## src/rtl/lvds_tx_pkg.sv

```systemverilog
// Shared types and constants for the LVDS transmit frame scheduler.
// Optional CRC support is selected with LVDS_TX_CRC_EN.
package lvds_tx_pkg;

  typedef enum logic [2:0] {
    ST_IDLE    = 3'd0,
    ST_TRAIN   = 3'd1,
    ST_SYNC    = 3'd2,
    ST_LEN     = 3'd3,
    ST_PAYLOAD = 3'd4,
    ST_CRC     = 3'd5,
    ST_GAP     = 3'd6
  } state_e;

  localparam logic [1:0] IDLE_SYM          = 2'b00;
  localparam logic [1:0] TRAIN_SYM         = 2'b10;
  localparam logic [7:0] CRC8_POLY         = 8'h07;
  localparam logic [7:0] DEFAULT_SYNC_BYTE = 8'hA5;

  // One whole byte through CRC-8 (MSB first, no reflection, no final XOR).
  function automatic logic [7:0] crc8_update(input logic [7:0] crc, input logic [7:0] data);
    logic [7:0] c;
    c = crc ^ data;
    for (int i = 0; i < 8; i++) begin
      c = c[7] ? ({c[6:0], 1'b0} ^ CRC8_POLY) : {c[6:0], 1'b0};
    end
    return c;
  endfunction

endpackage

```

## src/rtl/lvds_crc8.sv

```systemverilog
// Byte-wide CRC-8 accumulator; used only when LVDS_TX_CRC_EN is defined.
// clear has priority over load.
module lvds_crc8
  import lvds_tx_pkg::*;
(
  input  logic       clk,
  input  logic       reset,
  input  logic       clear,
  input  logic       load,
  input  logic [7:0] data,
  output logic [7:0] crc
);

  always_ff @(posedge clk) begin
    if (reset || clear) begin
      crc <= 8'h00;
    end else if (load) begin
      crc <= crc8_update(crc, data);
    end
  end

endmodule

```

## src/rtl/lvds_tx_frame_ctrl.sv

```systemverilog
// Frame scheduler for the 2-bit LVDS lane: preamble, sync, length, payload,
// optional CRC (LVDS_TX_CRC_EN), then idle gap; one symbol per tx_slowclk cycle.
module lvds_tx_frame_ctrl
  import lvds_tx_pkg::*;
#(
  parameter int unsigned PREAMBLE_LEN = 16,
  parameter int unsigned GAP_LEN      = 4,
  parameter logic [7:0]  SYNC_BYTE    = DEFAULT_SYNC_BYTE
) (
  input  logic       tx_slowclk,
  input  logic       reset,
  input  logic       tx_enable,
  input  logic       start,
  input  logic [7:0] frame_len,
  input  logic [7:0] byte_data,
  input  logic       byte_valid,
  output logic       byte_ready,
  output logic       busy,
  output logic       done,
  output logic       underrun,
  output logic [1:0] lvds_tx_inst1_DATA
);

  localparam logic [7:0] PRE_LOAD = 8'(PREAMBLE_LEN - 1);
  localparam logic [7:0] GAP_LOAD = 8'(GAP_LEN - 1);

  state_e     state_reg, state_next;
  logic [7:0] cnt_reg, cnt_next;
  logic [7:0] bytes_left_reg, bytes_left_next;
  logic [7:0] len_reg, len_next;
  logic [7:0] shift_reg, shift_next;
  logic       aborted_reg, aborted_next;
  logic [1:0] data_reg;
  logic [1:0] sym;
  logic       more_bytes;
  logic       ready_raw, underrun_raw, done_raw;

`ifdef LVDS_TX_CRC_EN
  logic [7:0] crc_value;
  logic       crc_clear, crc_load;
  logic [7:0] crc_data;

  assign crc_clear = (state_reg == ST_IDLE);
  assign crc_load  = ((state_reg == ST_SYNC) && (cnt_reg == 8'd0)) || (ready_raw && byte_valid);
  assign crc_data  = (state_reg == ST_SYNC) ? len_reg : byte_data;

  lvds_crc8 u_crc8 (
    .clk   (tx_slowclk),
    .reset (reset),
    .clear (crc_clear),
    .load  (crc_load),
    .data  (crc_data),
    .crc   (crc_value)
  );
`endif

  always_comb begin
    state_next      = state_reg;
    cnt_next        = cnt_reg;
    bytes_left_next = bytes_left_reg;
    len_next        = len_reg;
    shift_next      = shift_reg;
    aborted_next    = aborted_reg;
    ready_raw       = 1'b0;
    underrun_raw    = 1'b0;
    done_raw        = 1'b0;
    more_bytes      = 1'b0;

    case (state_reg)
      ST_IDLE: begin
        if (start && tx_enable) begin
          state_next   = ST_TRAIN;
          cnt_next     = PRE_LOAD;
          len_next     = frame_len;
          aborted_next = 1'b0;
        end
      end
      ST_TRAIN: begin
        if (cnt_reg == 8'd0) begin
          state_next = ST_SYNC;
          cnt_next   = 8'd3;
          shift_next = SYNC_BYTE;
        end else begin
          cnt_next = cnt_reg - 8'd1;
        end
      end
      ST_SYNC: begin
        if (cnt_reg == 8'd0) begin
          state_next = ST_LEN;
          cnt_next   = 8'd3;
          shift_next = len_reg;
        end else begin
          cnt_next   = cnt_reg - 8'd1;
          shift_next = {shift_reg[5:0], 2'b00};
        end
      end
      ST_LEN, ST_PAYLOAD: begin
        if (cnt_reg != 8'd0) begin
          cnt_next   = cnt_reg - 8'd1;
          shift_next = {shift_reg[5:0], 2'b00};
        end else begin
          // Last symbol of a byte: fetch the next one or close out the data phase.
          more_bytes = (state_reg == ST_LEN) ? (len_reg != 8'd0) : (bytes_left_reg != 8'd0);
          if (more_bytes) begin
            ready_raw = 1'b1;
            if (byte_valid) begin
              state_next      = ST_PAYLOAD;
              cnt_next        = 8'd3;
              shift_next      = byte_data;
              bytes_left_next = (state_reg == ST_LEN) ? (len_reg - 8'd1) : (bytes_left_reg - 8'd1);
            end else begin
              underrun_raw = 1'b1;
              aborted_next = 1'b1;
              state_next   = ST_GAP;
              cnt_next     = GAP_LOAD;
            end
          end else begin
`ifdef LVDS_TX_CRC_EN
            state_next = ST_CRC;
            cnt_next   = 8'd3;
            shift_next = crc_value;
`else
            state_next = ST_GAP;
            cnt_next   = GAP_LOAD;
`endif
          end
        end
      end
      ST_CRC: begin
        if (cnt_reg == 8'd0) begin
          state_next = ST_GAP;
          cnt_next   = GAP_LOAD;
        end else begin
          cnt_next   = cnt_reg - 8'd1;
          shift_next = {shift_reg[5:0], 2'b00};
        end
      end
      ST_GAP: begin
        if (cnt_reg == 8'd0) begin
          state_next = ST_IDLE;
          done_raw   = ~aborted_reg;
        end else begin
          cnt_next = cnt_reg - 8'd1;
        end
      end
      default: state_next = ST_IDLE;
    endcase
  end

  always_comb begin
    case (state_reg)
      ST_TRAIN:                           sym = TRAIN_SYM;
      ST_SYNC, ST_LEN, ST_PAYLOAD, ST_CRC: sym = shift_reg[7:6];
      default:                            sym = IDLE_SYM;
    endcase
  end

  always_ff @(posedge tx_slowclk) begin
    if (reset) begin
      state_reg      <= ST_IDLE;
      cnt_reg        <= 8'd0;
      bytes_left_reg <= 8'd0;
      len_reg        <= 8'd0;
      shift_reg      <= 8'd0;
      aborted_reg    <= 1'b0;
      data_reg       <= IDLE_SYM;
    end else begin
      state_reg      <= state_next;
      cnt_reg        <= cnt_next;
      bytes_left_reg <= bytes_left_next;
      len_reg        <= len_next;
      shift_reg      <= shift_next;
      aborted_reg    <= aborted_next;
      data_reg       <= sym;
    end
  end

  // Pulses are masked while reset is high so an interrupted frame reports nothing.
  assign byte_ready         = ready_raw & ~reset;
  assign underrun           = underrun_raw & ~reset;
  assign done               = done_raw & ~reset;
  assign busy               = (state_reg != ST_IDLE);
  assign lvds_tx_inst1_DATA = data_reg;

endmodule

```

## config.mk

```make
export PLATFORM = sky130hd
export DESIGN_NAME = lvds_tx_frame_ctrl
export DESIGN_NICKNAME = d
export VERILOG_FILES = /design/src/rtl/lvds_tx_pkg.sv /design/src/rtl/lvds_crc8.sv /design/src/rtl/lvds_tx_frame_ctrl.sv
export SDC_FILE = /design/constraint.sdc
export NUM_CORES = 1
export LEC_CHECK = 0
export BUFFER_PORTS_ARGS = -buffer_cell sky130_fd_sc_hd__buf_2
export CORE_AREA = 5 5 95 70
export CTS_BUF_LIST = sky130_fd_sc_hd__clkbuf_8 sky130_fd_sc_hd__clkbuf_16
export CTS_CLUSTER_DIAMETER = 120
export DETAILED_ROUTE_END_ITERATION = 8
export DIE_AREA = 0 0 100 75
export PLACE_DENSITY_LB_ADDON = 0.25
export SKIP_LAST_GASP = 1
export SYNTH_ARGS = -nofsm -noshare
export SYNTH_HDL_FRONTEND = slang
export SYNTH_SLANG_ARGS = --single-unit
```

## constraint.sdc

```tcl
create_clock -name tx_slowclk -period 3.3 [get_ports tx_slowclk]
set_input_delay 0.165 -clock tx_slowclk [delete_from_list [all_inputs] [get_ports tx_slowclk]]
set_output_delay 0.165 -clock tx_slowclk [all_outputs]
set_load 0.02 [all_outputs]
```

# Word level (Yosys, flattened, before mapping)

Index checks and enable logic that the tools add are counted.

Output and inout port bits: 6
Input port bits: 21
Bits in registers: 38
Word-level logic and storage cells: 91

Eq/ne operators: 18
Mux-type cells: 38
Reduce and logical (&&, ||, !) cells: 19
Add/subtract/negate cells: 3
Bitwise gates (word level): 6

Operator list:

| cell                                             | number |
|---|---|
| two-way mux 8 bit                                | 11 |
| one-hot mux 8 bit (4 select lines)               | 2 |
| nonzero test 8 bit                               | 3 |
| subtractor 8 x 1 -> 8 bit, second input constant | 3 |
| two-way mux 3 bit                                | 7 |
| inequality test 2 bit, second input constant     | 10 |
| one-hot mux 3 bit (6 select lines)               | 1 |
| two-way mux 1 bit                                | 14 |
| AND reduction 5 bit                              | 2 |
| == test 3 bit, second input constant             | 3 |
| zero test 8 bit                                  | 1 |
| nonzero test 4 bit                               | 2 |
| == test 3 x 2 -> 1 bit, second input constant    | 2 |
| inequality test 3 bit, second input constant     | 2 |
| AND reduction 6 bit                              | 1 |
| one-hot mux 2 bit (2 select lines)               | 1 |
| AND reduction 4 bit                              | 1 |
| OR reduction 4 bit                               | 1 |
| bitwise AND 1 bit                                | 3 |
| == test 3 x 1 -> 1 bit, second input constant    | 1 |
| zero test 3 bit                                  | 1 |
| NOT 1 bit                                        | 3 |
| AND reduction 3 bit                              | 1 |
| nonzero test 3 bit                               | 1 |
| 7 further kinds                                  | 7 |

# Longest topological paths before layout

Gate-level depths: netlist of run 1.

Word-level depth: 6
Gate-level depth with buffers: 9
Depth with buffers taken out: 8

# Worst setup path before layout of run 1

OpenSTA, ideal clock, no wires.

Path kind: register to register
Start: reg cnt_reg[0]
End: reg shift_reg[6]
Buffers on the path: 0
Data arrival time: 1.833 ns
Setup time: 0.133 ns
Clock period less this slack: 1.966 ns
Slack: 1.334 ns
Stages on the path, launching flop included: 9
Data required time: 3.167 ns
Cells stage by stage: dfxtp_1 > inv_1 > ha_1 > nor4b_4 > nand2_1 > nor2_1 > mux2_2 > a221oi_1 > a211oi_2

Cells in the longest elaborated chain, start to end: 3
Elaborated cells on any way between the ends: 10
Classes of those cells: 4 x eq/ne; 3 x mux; 3 x reduce/logical

Ends and longest elaborated chain:

| item                                                                                              | line                      | RTL |
|---|---|---|
| from (decl)                                                                                       | lvds_tx_frame_ctrl.sv:28  | `logic [7:0] cnt_reg, cnt_next;` |
| from (signal assigned)                                                                            | lvds_tx_frame_ctrl.sv:169 | `cnt_reg <= cnt_next;` |
| nonzero test 8 bit / zero test 8 bit (equally long branches)                                      | --                        |  |
| inequality test 3 bit (no source line), or another cell as far along                              | --                        |  |
| AND reduction 5 bit (no source line) / one-hot mux 8 bit (4 select lines) (equally long branches) | --                        |  |
| to (signal assigned)                                                                              | lvds_tx_frame_ctrl.sv:172 | `shift_reg <= shift_next;` |
| to (decl)                                                                                         | lvds_tx_frame_ctrl.sv:31  | `logic [7:0] shift_reg, shift_next;` |

Parallel ways exist; a longest one is shown, timed or not.
A chain may end at the register's enable or synchronous reset.

# Worst setup path after layout of run 1

Start: reg cnt_reg[0]
End: reg bytes_left_reg[7]

Cells in the longest elaborated chain, start to end: 3

Ends and longest elaborated chain:

| item                                 | line                      | RTL |
|---|---|---|
| nonzero test 8 bit                   | lvds_tx_frame_ctrl.sv:98  | `if (cnt_reg != 8'd0) begin` |
| NOT 1 bit (no source line)           | --                        |  |
| AND reduction 4 bit (no source line) | --                        |  |
| to (signal assigned)                 | lvds_tx_frame_ctrl.sv:170 | `bytes_left_reg <= bytes_left_next;` |
| to (decl)                            | lvds_tx_frame_ctrl.sv:29  | `logic [7:0] bytes_left_reg, bytes_left_next;` |

No other way between the ends.

==> results.yml, run 1 <==
status:
  outcome: "completed"
drt:
  ant_nets: 0
  drt_iter0_markers: 249
  vias: 2483
  drtPass1Iterations: 5
  via_per_inst: 5.98
  wl_per_cell_um: 16.2
  drc_errors: 0
  wirelength_mm: 6.70
clocking:
  clkLatencyLatePin_ns: 0.29
  cts_buffers: 5
  cts_tree: "done"
  cts_setup_buffers: 0
  cts.sinks: 38
  ctsResizeCount: 0
  path_clk_slew_ns: 0.07
  hold_buffers: 0
  h-tree-depth: 2
  ctsRootBufferMaster: "clkbuf_8"
  clockBufferDepth: 2
setup_path:
  arrival_ns: 2.65
  worstSetupEndpointType: "register"
  critPathKind: "register to register"
  path_max_fanout: 13
  start_kind: "register"
  worst_ep_required_time_ns: 3.48
power:
  leakagePower_nw: 1.02
  combPwrFrac: 0.314
  switching_share: 0.368
  power_frac_seq: 0.433
  power.internal_mw: 0.769
  switchingPower_mw: 0.447
  clockPowerShare: 0.253
  peakVddDrop_mv: 0.193
  power_density_nw_per_um2: 448
synthesis:
  synth_edf_count: 0
  syn_inst: 322
  yosysWarnings: 0
  synthDistinctLibCells: 65
  synth_flop_cell: "dfxtp_1"
  synthArstFlopShare: 0
  syn_area_per_cell_um2: 7.67
  ys_ff_latch: 38
  ys_seq_area_frac: 0.308
  syn_nets: 346
  synthesis.area_um2: 2470
global_route:
  overflow: 0
  antenna_found_initial: 0
  grtUsageTotal: 0.184
  grt_max_degree: 34
  grt_pass1_vias: 2083
  grt_pass1_wl_mm: 10.9
final_layout:
  final-seq-area_um2: 761
  area_delta_synth_final_pct: 9.92
  mostFrequentLayoutCells: "40 x nand2_1, 38 x dfxtp_1, 35 x nor2_1"
  n_antenna_cell: 0
  layout.cells.non_filler: 415
  final_common_cell: "nand2_1"
  drive_above_1_share: 0.179
  final_nets: 364
  n_fill_cell: 572
  multi_input_area_um2: 1570
sta:
  rsz0062_at_grt: "false"
  max_clock_freq_mhz: 404
  timing.final.crit_share: 0.750
  worstMarginPinSlew_ns: 0.888
  fin_tns_setup_ns: 0
  hold_viol: 0
  period_needed_ns: 2.48
  maxSlewViolCount: 0
  finalSetupViolCount: 0
  finClkSkew_ns: 0.00444
  slew_headroom: 0.407
placement:
  place_inst: 408
  dp_hpwl_mm: 4.76
  gp_congestion: 0.860
  port_buffers: 26
floorplan:
  core_area_um2: 5610
  die-area_um2: 7500
  rows: 23
  ios: 27
  die_height_um: 75
  start_util: 0.440
  die_w_um: 100
hold_path:
  hold_path.class: "input pin to register"
job:
  drv_cap: 0
[final timing paths]
path	from	end	slack, ns	cells past startpoint
worst max-delay path	cnt_reg[0]	bytes_left_reg[7]	0.82	8
worst min register to register	aborted_reg	aborted_reg	0.46	2
worst min-delay path	frame_len[2]	len_reg[2]	0.11	3
worst max register to register	cnt_reg[0]	bytes_left_reg[7]	0.82	8
[power groups by stage]
| stage | logic (mW) | clock network [mW] | registers (mW) |
|---|---|---|---|
| after floorplan | 0.305 | 0 | 0.526 |
| after global placement | 0.368 | 0 | 0.535 |
| after detailed placement | 0.375 | 0 | 0.536 |
| after CTS | 0.376 | 0.322 | 0.525 |
| after global routing | 0.426 | 0.336 | 0.531 |
| final | 0.382 | 0.308 | 0.526 |
[cells by family (layout without fill, tap and decap cells)]
logic type | Yosys count | in the layout | share of synthesized area
adder cells (fa/ha/maj) | 3 | 3 | 0.0152
AND/OR/NAND/NOR | 138 | 138 | 0.288
buffers and inverters | 30 | 48 | 0.0567
XOR/XNOR | 1 | 1 | 0.00354
AO/OA/AOI/OAI | 103 | 103 | 0.292
multiplexers | 9 | 9 | 0.0370
flip-flops | 38 | 38 | 0.308
[per-layer routing]
| layer | vias up | GRT usage | wire length [µm] | share of wire |
|---|---|---|---|---|
| met5 | - | 0 | 0 | 0 |
| li1 | 1233 | - | - | - |
| met1 | 1125 | 0.298 | 3570 | 0.53 |
| met2 | 119 | 0.238 | 2490 | 0.37 |
| met4 | 0 | 0.0359 | 42 | 0.0063 |
| met3 | 6 | 0.0491 | 602 | 0.090 |
[worst max-delay path, stage by stage, from the launching register on]
cell and delay, ns:
dfxtp_1 0.31, inv_1 0.10, ha_1 0.17, nor4b_4 0.31, nand2_1 0.32, buf_4 0.31
or3_2 0.56, o21ai_0 0.20, a21oi_1 0.08
[cell usage after synthesis, drive strengths merged (8+ instances only)]
cell	count	area (µm²)
a21oi	29	145
dfxtp	38	761
nand2	40	150
nand3	10	50.1
nor3	16	90.1
nor2	36	138
o21ai	21	128
clkbuf	13	58.8
buf	9	51.3
mux2i	8	80.1
inv	8	30.0
a31oi	10	62.6
[metrics by stage]
stage,setup slack (ns),utilization,cell area [µm²],hold slack (ns),total power [mW]
4_1_cts,0.837,0.484,2720,0.102,1.22
3_3_place_gp,0.898,0.470,2640,0.409,0.904
6_report,0.823,0.484,2720,0.109,1.22
3_5_place_dp,0.840,0.470,2640,0.413,0.911
2_1_floorplan,1.33,-,2470,0.301,0.830
5_1_grt,0.597,0.484,2720,0.101,1.29
[cell type report]
type / instances / share of cell area
multi-input cells: 254 / 0.578
flip-flops and latches: 38 / 0.280
repair buffers: 33 / 0.0672
well taps: 75 / 0.0345
clock buffers: 5 / 0.0253
inverters: 8 / 0.0111
clock inverters: 2 / 0.00368
No activity file was read; power rests on OpenSTA's default activity.
==> run 2: changes to the inputs <==
clock period = 2.2 ns   (was 3.3 ns; I/O delays follow)
==> results.yml, run 2 (synthesis results as in run 1) <==
setup_path:
  critical_path_depth: 7
  critPathBufInv: 2
  path_max_fanout: 7
  arrival_ns: 1.98
  max_stage_delay_ns: 0.33
  cpMostUsedCell: "nand2_1"
  worst_ep_required_time_ns: 2.09
  rr_worst_depth: 9
  worstSetupEndpointType: "output port"
  start_kind: "register"
  crit_family: "simple AND/OR/NAND/NOR gates"
  crit_chain: "buf_4, nor2_1, nand2_1, o21ai_0, nand2_1, nor3_1, buf_2"
  crit_slowest_cell: "dfxtp_1"
  critPathKind: "register to output port"
final_layout:
  drive_above_1_share: 0.260
  multi_input_area_um2: 1600
  n_fill_cell: 549
  mostFrequentLayoutCells: "38 x nand2_1, 38 x dfxtp_1, 35 x nor2_1"
  n_antenna_cell: 0
  final-seq-area_um2: 761
  area_delta_synth_final_pct: 19.2
  utilization: 0.525
  final_nets: 388
clocking:
  clockBufferDepth: 2
  clkLatencyLatePin_ns: 0.29
  ctsRootBufferMaster: "clkbuf_8"
  hold_buffers: 0
  cts_tree: "done"
  path_clk_slew_ns: 0.08
  h-tree-depth: 2
  cts_buffers: 5
  cts.sinks: 38
power:
  power_density_nw_per_um2: 673
  totalPowerFinal_mw: 1.98
  peakVddDrop_mv: 0.271
  leakagePower_nw: 1.17
floorplan:
  rows: 23
  core_area_um2: 5610
  die_height_um: 75
  ios: 27
  start_util: 0.440
  die_w_um: 100
  die-area_um2: 7500
job:
  drv_cap: 0
sta:
  slew_headroom: 0.621
  finalSetupViolCount: 0
  maxSlewViolCount: 0
  timing.final.crit_share: 0.949
  hold_viol: 0
  worstMarginPinSlew_ns: 0.568
  rsz0062_at_grt: "true"
  max_clock_freq_mhz: 479
  finalWorstSetupSlack_ns: 0.113
  fin_tns_setup_ns: 0
  period_needed_ns: 2.09
  finClkSkew_ns: 0.00785
placement:
  dp_hpwl_mm: 5.27
  dpl_worst_slack_ns: 0.0676
  gp_congestion: 0.931
  port_buffers: 26
hold_path:
  hold_depth: 3
  hold_path.class: "input pin to register"
drt:
  via_per_inst: 5.93
  wirelength_mm: 7.21
  drt_iter0_markers: 182
  ant_nets: 0
  drc_errors: 0
  wl_per_cell_um: 16.4
  drtPass1Iterations: 5
  vias: 2609
global_route:
  grt_pass1_wl_mm: 11.7
  grt_max_degree: 30
  grtUsageTotal: 0.197
  antenna_found_initial: 0
  overflow: 0
  grt_pass1_vias: 2353
status:
  outcome: "completed"
## run 2: cell count changes in the layout (fill, tap and decap cells not counted), moves of 2 or more
| cell | change |
|---|---|
| inv_2 | +2 |
| inv_1 | -2 |
| buf_4 | +24 |
| nand2_1 | -2 |
| nand2_2 | +2 |
## run 2: worst min-delay path, delay by kind of cell
kind	cells	cell delay [ns]
buffers and inverters	1	0.09
AO/OA/AOI/OAI	1	0.05
AND/OR/NAND/NOR	1	0.05
## run 2: metal layers
layer | global-route usage | wire, µm | part of all wire
met1 | 0.295 | 3610 | 0.50
met4 | 0.0568 | 70 | 0.0097
met3 | 0.0491 | 688 | 0.095
met2 | 0.276 | 2850 | 0.39
met5 | 0 | 0 | 0
## run 2: through the flow
step | cell area [µm²] | hold slack, ns | std cells
6_report | 2950 | 0.0539 | 440
5_1_grt | 2950 | 0.0512 | 440
4_1_cts | 2910 | 0.0496 | 439
3_5_place_dp | 2810 | 0.363 | 431
3_3_place_gp | 2810 | 0.361 | 431
2_1_floorplan | 2470 | 0.246 | 322
## run 2: cell type report
| cell class | instances | share of cell area |
|---|---|---|
| multi-input cells | 254 | 0.544 |
| flip-flops and latches | 38 | 0.258 |
| repair buffers | 57 | 0.123 |
| well taps | 75 | 0.0319 |
| clock buffers | 6 | 0.0280 |
| inverters | 8 | 0.0102 |
| clock inverters | 2 | 0.00425 |
## run 2: repair_timing
| item | CTS | global route |
|---|---|---|
| hold endpoints to repair | 0 | 0 |
| endpoints found under the setup margin | 1 | 20 |
| pin swaps | 0 | 2 |
| resized for setup | 1 | 9 |
| setup buffers | 0 | 2 |
## run 2: path summary, 6_finish.rpt
| path | from | endpoint | slack [ns] |
|---|---|---|---|
| max | state_reg[1] | underrun | 0.11 |
| min | frame_len[1] | len_reg[1] | 0.05 |
| max reg2reg | cnt_reg[0] | bytes_left_reg[2] | 0.12 |
| min reg2reg | shift_reg[6] | lvds_tx_inst1_DATA[0] | 0.46 |
## run 2: power breakdown
group | internal, mW | total [mW] | switching (mW) | leakage (nW)
logic | 0.284 | 0.691 | 0.407 | 0.812
registers | 0.737 | 0.779 | 0.0428 | 0.309
clock network | 0.252 | 0.512 | 0.260 | 0.0472
